### config.mk
export PLATFORM = sky130hd
export DESIGN_NAME = product_accumulator_flat
export DESIGN_NICKNAME = d
export VERILOG_FILES = /design/src/rtl/product_accumulator_if.sv /design/src/rtl/product_accumulator.sv /design/src/flat_wrapper.sv
export SDC_FILE = /design/constraint.sdc
export NUM_CORES = 1
export LEC_CHECK = 0
export BUFFER_PORTS_ARGS = -buffer_cell sky130_fd_sc_hd__buf_4
export CAP_MARGIN = 20
export CORE_ASPECT_RATIO = 1.75
export CORE_MARGIN = 8
export CORE_UTILIZATION = 53
export CTS_CLUSTER_DIAMETER = 200
export DETAILED_ROUTE_END_ITERATION = 10
export PLACE_DENSITY = 0.79
export SYNTH_ARGS = -nofsm -noshare
export SYNTH_HDL_FRONTEND = slang
export SYNTH_SLANG_ARGS = --single-unit
### constraint.sdc
create_clock -name clk -period 5.69 [get_ports clk]
set_clock_uncertainty 0.1 [all_clocks]
set_input_delay 0.2845 -clock clk [delete_from_list [all_inputs] [get_ports clk]]
set_output_delay 0.2845 -clock clk [all_outputs]
set_load 0.02 [all_outputs]
### src/rtl/product_accumulator_if.sv
// rtl/product_accumulator_if.sv - handshake bundle for the product accumulator
// Purpose: groups frame control, the product input stream and the result
//   output stream of the product accumulator into one port.
// Signals:
//   start     frame-start pulse (master -> slave)
//   in_valid  product valid     (master -> slave)
//   in_ready  product accepted  (slave -> master)
//   in_prod   PW-bit product    (master -> slave)
//   out_valid result valid      (slave -> master)
//   out_ready result accepted   (master -> slave)
//   out_sum   AW-bit frame sum  (slave -> master)
//   out_ovf   frame overflowed  (slave -> master)
//   busy      frame in progress (slave -> master)
interface product_accumulator_if #(
  parameter int PW = 8,
  parameter int AW = 16
);
  logic          start;
  logic          in_valid;
  logic          in_ready;
  logic [PW-1:0] in_prod;
  logic          out_valid;
  logic          out_ready;
  logic [AW-1:0] out_sum;
  logic          out_ovf;
  logic          busy;

  modport master (
    output start, in_valid, in_prod, out_ready,
    input  in_ready, out_valid, out_sum, out_ovf, busy
  );

  modport slave (
    input  start, in_valid, in_prod, out_ready,
    output in_ready, out_valid, out_sum, out_ovf, busy
  );
endinterface

### src/rtl/product_accumulator.sv
// rtl/product_accumulator.sv - frame accumulator for multiplier products
// Purpose: sums LEN unsigned PW-bit products per frame into an AW-bit
//   accumulator and presents the total on a valid/ready result port.
// Ports:
//   clk    rising-edge clock
//   rst_n  asynchronous active-low reset
//   bus    product_accumulator_if.slave (start, in_* stream, out_* stream, busy)
// Build option: ACC_SATURATE_EN - clamp the accumulator at 2^AW-1 on carry-out
//   instead of wrapping modulo 2^AW.
module product_accumulator #(
  parameter int PW  = 8,
  parameter int AW  = 16,
  parameter int LEN = 4
) (
  input  logic                  clk,
  input  logic                  rst_n,
  product_accumulator_if.slave  bus
);

  localparam int            CW   = (LEN > 1) ? $clog2(LEN) : 1;
  localparam logic [CW-1:0] LAST = CW'(LEN - 1);

  typedef enum logic [1:0] {
    S_IDLE = 2'd0,
    S_ACC  = 2'd1,
    S_DONE = 2'd2
  } state_t;

  state_t        r_state;
  logic [AW-1:0] r_acc;
  logic [CW-1:0] r_count;
  logic          r_ovf;

  logic [AW:0]   w_sum;
  logic [AW-1:0] w_acc_next;

  // One extra bit so the carry-out is visible for the overflow flag.
  assign w_sum = {1'b0, r_acc} + {{(AW + 1 - PW){1'b0}}, bus.in_prod};

`ifdef ACC_SATURATE_EN
  // Once clamped, any further nonzero add carries again, so the accumulator
  // stays at full scale for the rest of the frame.
  assign w_acc_next = w_sum[AW] ? {AW{1'b1}} : w_sum[AW-1:0];
`else
  assign w_acc_next = w_sum[AW-1:0];
`endif

  always_ff @(posedge clk or negedge rst_n) begin
    if (!rst_n) begin
      r_state <= S_IDLE;
      r_acc   <= '0;
      r_count <= '0;
      r_ovf   <= 1'b0;
    end else begin
      case (r_state)
        S_IDLE: begin
          if (bus.start) begin
            r_acc   <= '0;
            r_count <= '0;
            r_ovf   <= 1'b0;
            r_state <= S_ACC;
          end
        end
        S_ACC: begin
          // in_ready is 1 throughout ACC, so in_valid alone marks acceptance.
          if (bus.in_valid) begin
            r_acc <= w_acc_next;
            r_ovf <= r_ovf | w_sum[AW];
            if (r_count == LAST) begin
              r_state <= S_DONE;
            end else begin
              r_count <= r_count + CW'(1);
            end
          end
        end
        S_DONE: begin
          // start is deliberately not looked at here, even on the handshake.
          if (bus.out_ready) begin
            r_state <= S_IDLE;
          end
        end
        default: r_state <= S_IDLE;
      endcase
    end
  end

  // All outputs come straight from registers; nothing depends on inputs.
  assign bus.in_ready  = (r_state == S_ACC);
  assign bus.out_valid = (r_state == S_DONE);
  assign bus.busy      = (r_state != S_IDLE);
  assign bus.out_sum   = r_acc;
  assign bus.out_ovf   = r_ovf;

endmodule

### src/flat_wrapper.sv
// flat-port wrapper written by rule: the top's interface ports become plain ports
module product_accumulator_flat 
#(
  parameter int PW  = 8,
  parameter int AW  = 16,
  parameter int LEN = 4
)
  (clk, rst_n, bus_start, bus_in_valid, bus_in_prod, bus_out_ready, bus_in_ready, bus_out_valid, bus_out_sum, bus_out_ovf, bus_busy);
  product_accumulator_if #(.PW(PW), .AW(AW)) bus_i ();
  input  logic clk;
  input  logic rst_n;
  input wire logic [$bits(bus_i.start)-1:0] bus_start;
  input wire logic [$bits(bus_i.in_valid)-1:0] bus_in_valid;
  input wire logic [$bits(bus_i.in_prod)-1:0] bus_in_prod;
  input wire logic [$bits(bus_i.out_ready)-1:0] bus_out_ready;
  output wire logic [$bits(bus_i.in_ready)-1:0] bus_in_ready;
  output wire logic [$bits(bus_i.out_valid)-1:0] bus_out_valid;
  output wire logic [$bits(bus_i.out_sum)-1:0] bus_out_sum;
  output wire logic [$bits(bus_i.out_ovf)-1:0] bus_out_ovf;
  output wire logic [$bits(bus_i.busy)-1:0] bus_busy;
  assign bus_i.start = bus_start;
  assign bus_i.in_valid = bus_in_valid;
  assign bus_i.in_prod = bus_in_prod;
  assign bus_i.out_ready = bus_out_ready;
  assign bus_in_ready = bus_i.in_ready;
  assign bus_out_valid = bus_i.out_valid;
  assign bus_out_sum = bus_i.out_sum;
  assign bus_out_ovf = bus_i.out_ovf;
  assign bus_busy = bus_i.busy;
  product_accumulator #(.PW(PW), .AW(AW), .LEN(LEN)) u_core (.clk(clk), .rst_n(rst_n), .bus(bus_i));
endmodule
==> qor.csv, run 1 <==
stage,metric,value,unit
grt,Tot GR Track Use,15.5,%
route,Pre-antenna DRT Iters,4,
clocking,CTS tree,built,
route,DRT Wirelength,3340,µm
yosys,largest area contributor in the netlist,dfrtp_1,
flow_run,max_cap viols,0,
clocking,Longest Clk Path Bufs,2,
yosys,post-synth net total,172,
yosys,xor/xnor share of the synthesized area,6.31,%
yosys,warning count from the yosys run,0,
floorplanning,Core Footprint,0.00249,mm²
route,drt via density,6.17,
pwr,Power Dens Cells,485,mW/mm²
clocking,TritonCTS Sinks,21,
worst_setup_path,CP Capture Type,register,
clocking,Inserted Clock Buffers,3,
final_layout,final core utilization,67.6,%
yosys,share of the synthesized area in the top cell type,37.9,%
yosys,mux contribution to synthesized area,0.812,%
sta,RSZ-0062 raised after global routing,no,
yosys,largest family of logic cells by synthesized area,compound AO/OA/AOI/OAI gates,
final_layout,area taken by multi-input logic gates,805,µm²
yosys,post-synthesis compound-gate area fraction,22.9,%
placement,RD Place Congestion,0.870,
sta,total negative setup slack,0,ns
worst_setup_path,crit-path cells,"ha_1, inv_1, fa_1, nand2b_1, a21oi_1, o21ai_1, or4_1, a21oi_1",
floorplanning,IO Pins,33,
floorplanning,Die Y,83.7,µm
floorplanning,Initial Utilization,55.7,%
yosys,Cell variety after synth,43,
yosys,sequential element share of the synthesized area,37.9,%
sta,final worst-path cycle share,43.7,%
worst_setup_path,Crit path required time,5.77,ns
worst_setup_path,CP peak stage delay,0.52,ns
worst_hold_path,Min-Delay Path Class,in2reg,
yosys,"EDFF count, synth",0,
yosys,Post-synth top flop,dfrtp_1,
sta,final hold vios,0,
clocking,worst skew pair latency,0.26,ns
clocking,H-tree levels,1,
sta,Max Freq,402,MHz
clocking,# resized after CTS,0,
sta,post-layout min period,2.49,ns
grt,vias in the first global route,1261,
sta,worst-margin pin slew,0.491,ns
floorplanning,Rows,24,
placement,dpl hpwl,2660,µm
pwr,total power,0.817,mW
clocking,Clock Tree Root,clkbuf_8,
worst_setup_path,CP arrival,2.57,ns
route,drt wl/cell,16.1,µm
worst_setup_path,worst-path cell with the longest stage delay,or4_1,
yosys,dominant cells by area after synthesis,"dfrtp_1 38%, ha_1 8.1%, xor2_1 5.7%",
pwr,VDD IR max,0.000323,V
final_layout,antenna cells,0,
yosys,mean post-synth cell area,9.31,µm²
route,Iter 0 DRT Violations,67,
sta,fin. max-slew vios,0,
worst_setup_path,Crit Path Class,reg2reg,
final_layout,Nets,205,
final_layout,fraction of layout cells with a size suffix above 1,21.5,%
floorplanning,total die area,0.00458,mm²
yosys,post-synthesis adder-cell area fraction,9.56,%
placement,# port buffers,32,
sta,relative slew slack,67.3,%
route,Post-DRT Antenna Nets,0,
sta,Setup WS post-layout,3.20,ns
route,Remaining DRCs,0,
sta,WHS,0.133,ns
final_layout,Fill cells,203,
sta,final-report setup violation count,0,
final_layout,Area Growth Syn to Fin,21.4,%
yosys,"FFs w/ async S/R, synth",100,%
worst_setup_path,Most common cell on crit path,a21oi_1,
worst_setup_path,CP Max Fanout,7,
floorplanning,Die Wd,54.7,µm
grt,pin count of the biggest net entering global routing,22,
grt,first-pass GRT wire length,5640,µm
placement,worst slack at placement,3.24,ns
yosys,Synth Area in Simple Gates,18.4,%
pwr,Leakage Power,0.819,nW
grt,initial antenna violation count,0,
final_layout,register area,526,µm²
yosys,Mapped Cells,149,
status,status,completed,
yosys,post-synth design cell area,0.00139,mm²
grt,gr ovfl total,0,
worst_setup_path,critical path launch point type,register,
clocking,clk slew on worst S/H paths,0.07,ns
route,via count,1277,
yosys,synthesized flop and latch total,21,
[cells in the final DEF, fill, tap and decap left out, types with 2 or more instances in the layout]
master,count
nand4_1,2
nor3_1,2
ha_1,9
dfrtp_1,21
a21o_1,4
a22o_1,3
or4_1,2
xor2_1,9
a21oi_1,11
nand2_1,11
o21ai_1,2
o22ai_1,2
nor2_1,11
buf_4,32
a311oi_1,2
nand2b_1,5
o211ai_1,4
o31ai_1,3
a211oi_1,2
inv_1,7
o21ai_0,11
and3_1,3
clkbuf_8,3
[sequential cells by signal (all words and copies together) (netlist names)]
signal	count
u_core.bus.out_sum	16
u_core.r_count	2
u_core.bus.out_ovf	1
u_core.r_state	2
[repair_timing]
action / CTS / global route
hold buffers: 1 / 0
endpoints found under the hold margin: 21 / 0
setup buffers: 0 / 0
[per-stage QoR]
| stage | area (µm²) | instances |
|---|---|---|
| after global routing | 1680 | 207 |
| after CTS | 1680 | 207 |
| final | 1680 | 207 |
| after floorplan | 1390 | 149 |
| after detailed placement | 1630 | 202 |
| after global placement | 1630 | 202 |
[power breakdown]
group / leakage [nW] / switching, mW / internal (mW)
sequential: 0.272 / 0.0503 / 0.197
clock: 0.0228 / 0.0472 / 0.0498
combinational: 0.524 / 0.272 / 0.200
total: 0.819 / 0.370 / 0.447
[per-layer routing]
| layer | global-route usage, % | share of wire [%] | wire length (µm) |
|---|---|---|---|
| met3 | 2.50 | 6.8 | 226 |
| met1 | 17.3 | 35 | 1170 |
| met4 | 7.43 | 3.0 | 101 |
| met2 | 26.2 | 55 | 1850 |
| met5 | 0 | 0 | 0 |
[kinds of logic (layout without fill, tap and decap cells)]
| kind of cell | count (synthesis) | in the layout |
|---|---|---|
| buffers and inverters | 12 | 44 |
| multiplexers | 1 | 1 |
| XOR/XNOR | 10 | 10 |
| flip-flops | 21 | 21 |
| adder cells (fa/ha/maj) | 10 | 10 |
| AND/OR/NAND/NOR | 46 | 46 |
| AO/OA/AOI/OAI | 49 | 49 |
[path summary, 6_finish.rpt]
kind	start	end	slack (ns)	cells after the start
worst max-delay path	u_core.bus.out_sum[0]$_DFFE_PN0P_	u_core.bus.out_sum[10]$_DFFE_PN0P_	3.20	8
worst max register to register	u_core.bus.out_sum[0]$_DFFE_PN0P_	u_core.bus.out_sum[10]$_DFFE_PN0P_	3.20	8
max in group asynchronous	rst_n	u_core.bus.out_sum[11]$_DFFE_PN0P_	4.92	2
worst min register to register	u_core.bus.out_ovf$_DFFE_PN0P_	u_core.bus.out_ovf$_DFFE_PN0P_	0.41	1
min in group asynchronous	rst_n	u_core.bus.out_sum[3]$_DFFE_PN0P_	0.35	2
worst min-delay path	bus_in_valid	u_core.r_state[0]$_DFFE_PN0P_	0.13	2
[cell type report]
| class | count | area share [%] |
|---|---|---|
| Inverter | 7 | 1.56 |
| Multi-Input combinational cell | 116 | 47.8 |
| Clock buffer | 4 | 2.67 |
| Sequential cell | 21 | 31.2 |
| Tap cell | 26 | 1.93 |
| Timing Repair Buffer | 33 | 14.9 |
[Yosys cell counts, types with 2 or more instances]
cell type,instances
clkbuf_1,2
dfrtp_1,21
o211ai_1,4
ha_1,9
and3_1,3
nand2_1,11
o21ai_1,2
o22ai_1,2
o21ai_0,11
a311oi_1,2
inv_1,7
a21oi_1,11
nor2_1,11
nor3_1,2
a22o_1,3
nand4_1,2
a211oi_1,2
a21o_1,4
o31ai_1,3
xor2_1,9
nand2b_1,5
or4_1,2
[worst max-delay path, delay by kind of cell, from the launching register on]
family          cells  cell delay [ns]
fa+ha+maj           2             0.59
compound gates      3             0.58
buf+inv             1             0.07
simple gates        2             0.70
flops               1             0.37
Note: power is estimated with default switching activity, not from simulation.
==> run 2: changes to the inputs <==
- ABC_AREA: not set -> 1
- CORE_UTILIZATION: 53 -> 48
- PLACE_DENSITY: 0.79 -> 0.75
- clock period: 5.69 -> 2.1 ns (I/O delays scaled with it)
==> run 2 against run 1 <==
Synthesized area rose by 5.2%. Total power grew to 2.5 times the previous value. Non-clock buffer count up 3. Critical path type unchanged. Largest power group unchanged.
==> qor.csv, run 2 <==
stage,metric,value,unit
worst_setup_path,Crit path required time,2.16,ns
grt,Tot GR Track Use,14.9,%
placement,RD Place Congestion,0.888,
worst_setup_path,CP Max Fanout,4,
flow_run,max_cap viols,0,
sta,final hold vios,0,
route,drt wl/cell,13.0,µm
final_layout,most frequent cells in the layout,"61 x nand2_1, 33 x buf_4, 30 x inv_1, 25 x nor2_1, 21 x dfrtp_1",
sta,fin. max-slew vios,0,
final_layout,Nets,268,
clocking,Clock Tree Root,clkbuf_8,
yosys,post-synth net total,229,
yosys,mean post-synth cell area,7.09,µm²
grt,vias in the first global route,1387,
sta,RSZ-0062 raised after global routing,no,
clocking,H-tree levels,1,
worst_setup_path,CP Capture Type,register,
yosys,Cell variety after synth,28,
floorplanning,Rows,26,
yosys,Post-synth top flop,dfrtp_1,
worst_hold_path,worst hold path startpoint,bus_start,
final_layout,Largest register FFs,16,
yosys,sequential element share of the synthesized area,36.0,%
placement,# port buffers,32,
worst_setup_path,CP arrival,1.98,ns
clocking,Inserted Clock Buffers,3,
yosys,largest area contributor in the netlist,dfrtp_1,
yosys,post-synth design cell area,0.00146,mm²
floorplanning,Core Footprint,0.00293,mm²
worst_hold_path,Min-Delay Path Class,in2reg,
sta,total negative setup slack,0,ns
yosys,most frequent cell after synthesis,nand2_1,
worst_setup_path,Crit Path Class,reg2reg,
sta,post-layout min period,1.92,ns
yosys,dominant cells by area after synthesis,"dfrtp_1 36%, nand2_1 16%, ha_1 7.7%",
sta,final worst-path cycle share,91.3,%
sta,final-report setup violation count,0,
worst_setup_path,worst-path cell with the longest stage delay,fa_1,
yosys,synthesized flop and latch total,21,
route,Iter 0 DRT Violations,63,
clocking,clk slew on worst S/H paths,0.08,ns
worst_setup_path,critical path launch point type,register,
worst_setup_path,worst reg2reg startpoint,u_core.bus.out_sum[0]$_DFFE_PN0P_,
floorplanning,IO Pins,33,
final_layout,final instance area,0.00181,mm²
sta,worst-margin pin slew,0.285,ns
worst_setup_path,CP Launch Point,u_core.bus.out_sum[0]$_DFFE_PN0P_,
worst_setup_path,CP peak stage delay,0.40,ns
sta,relative slew slack,81.0,%
final_layout,fraction of layout cells with a size suffix above 1,18.9,%
clocking,postcts setup bufs,0,
grt,first-pass GRT wire length,5990,µm
yosys,share of the synthesized area in the top cell type,36.0,%
placement,dpl hpwl,2790,µm
route,via count,1402,
route,Pre-antenna DRT Iters,4,
route,drt via density,5.15,
floorplanning,Initial Utilization,49.9,%
worst_setup_path,crit-path cells,"ha_1, inv_1, fa_1, inv_1, nand3_1, nand3_2, nand2_1, nand2_2, nand3_1, nor2_1, nor2_1",
clocking,CTS tree,built,
placement,Post-Place Cell Area,0.00172,mm²
grt,gr ovfl total,0,
floorplanning,total die area,0.00513,mm²
clocking,Longest Clk Path Bufs,2,
yosys,"FFs w/ async S/R, synth",100,%
sta,Max Freq,522,MHz
final_layout,final core utilization,61.7,%
route,Remaining DRCs,0,
pwr,Leakage Power,1.04,nW
route,Post-DRT Antenna Nets,0,
status,status,completed,
grt,initial antenna violation count,0,
pwr,VDD IR max,0.000657,V
final_layout,antenna cells,0,
route,DRT Wirelength,3540,µm
final_layout,"leading cell type in the layout, fill and taps excluded",nand2_1,
floorplanning,Die Y,89.0,µm
clocking,worst skew pair latency,0.26,ns
clocking,TritonCTS Sinks,21,
pwr,Power Dens Cells,1140,mW/mm²
final_layout,Area Growth Syn to Fin,23.7,%
grt,pin count of the biggest net entering global routing,22,
yosys,"EDFF count, synth",0,
yosys,warning count from the yosys run,0,
floorplanning,Die Wd,57.7,µm
yosys,top post-synthesis cells by count,"62 x nand2_1, 30 x inv_1, 25 x nor2_1",
yosys,Mapped Cells,206,
## run 2: cell types whose count changed in the layout (fill, tap and decap cells not counted), sizes merged, moves of 3 or more
cell,previous run,this run
a21o,4,1
inv,7,31
o21ai,13,7
nor2,12,27
o211ai,4,0
xor2,9,1
and3,3,0
nand3,1,21
nand2,11,64
nand2b,5,0
## run 2: final timing paths
path,slack (ns),endpoint,depth (start not counted)
worst max-delay path,0.18,u_core.bus.out_sum[12]$_DFFE_PN0P_,11
worst min-delay path,0.06,u_core.bus.out_sum[13]$_DFFE_PN0P_,4
worst max register to register,0.18,u_core.bus.out_sum[12]$_DFFE_PN0P_,11
worst min register to register,0.42,u_core.bus.out_sum[7]$_DFFE_PN0P_,2
max in group asynchronous,1.51,u_core.bus.out_sum[10]$_DFFE_PN0P_,2
min in group asynchronous,0.16,u_core.bus.out_sum[7]$_DFFE_PN0P_,2
## run 2: critical path, delay by kind of cell, from the launching register on
kind	cells	cell delay [ns]
flops	1	0.38
fa+ha+maj	2	0.59
buf+inv	2	0.15
simple gates	7	0.60
## run 2: report_power, final
part,switching [mW],internal (mW)
logic,0.718,0.450
registers,0.103,0.514
clock network,0.135,0.135
## run 2: what timing repair did
item / CTS / global route
endpoints found under the hold margin: 23 / 0
resized for setup: 0 / 2
endpoints found under the setup margin: 0 / 1
hold buffers: 3 / 0
## run 2: area by class of cell
| type | instances | area [µm²] |
|---|---|---|
| fillers | 279 | 1120 |
| multi-input cells | 152 | 807 |
| flip-flops and latches | 21 | 526 |
| inverters | 31 | 116 |
| well taps | 28 | 35.0 |
| clock buffers | 4 | 45.0 |
| repair buffers | 36 | 278 |
## run 2: cells by family (layout without fill, tap and decap cells)
family          count (synthesis)  in the layout  synth area share [%]
simple gates                  114            114                  33.4
xor+xnor                        4              4                  2.40
buf+inv                        33             71                  9.25
compound gates                 24             24                  9.86
flops                          21             21                  36.0
fa+ha+maj                      10             10                  9.08
## run 2: metrics by stage
stage,instances,power [mW],hold WS [ns],setup WS [ns]
after global placement,265,1.77,-0.0882,0.229
after CTS,272,2.06,0.0645,0.125
after global routing,272,2.24,0.0749,0.0391
after detailed placement,265,1.78,-0.0899,0.134
after floorplan,206,1.44,-0.291,0.158
final,272,2.05,0.0610,0.183
## run 2: layer usage
layer	part of all wire [%]	track usage, %	wire [µm]	up-vias
li1	-	-	-	723
met2	52	26.7	1840	46
met4	3.8	10.5	134	0
met5	0	0	0	-
met1	39	15.1	1390	622
met3	5.0	2.88	176	11
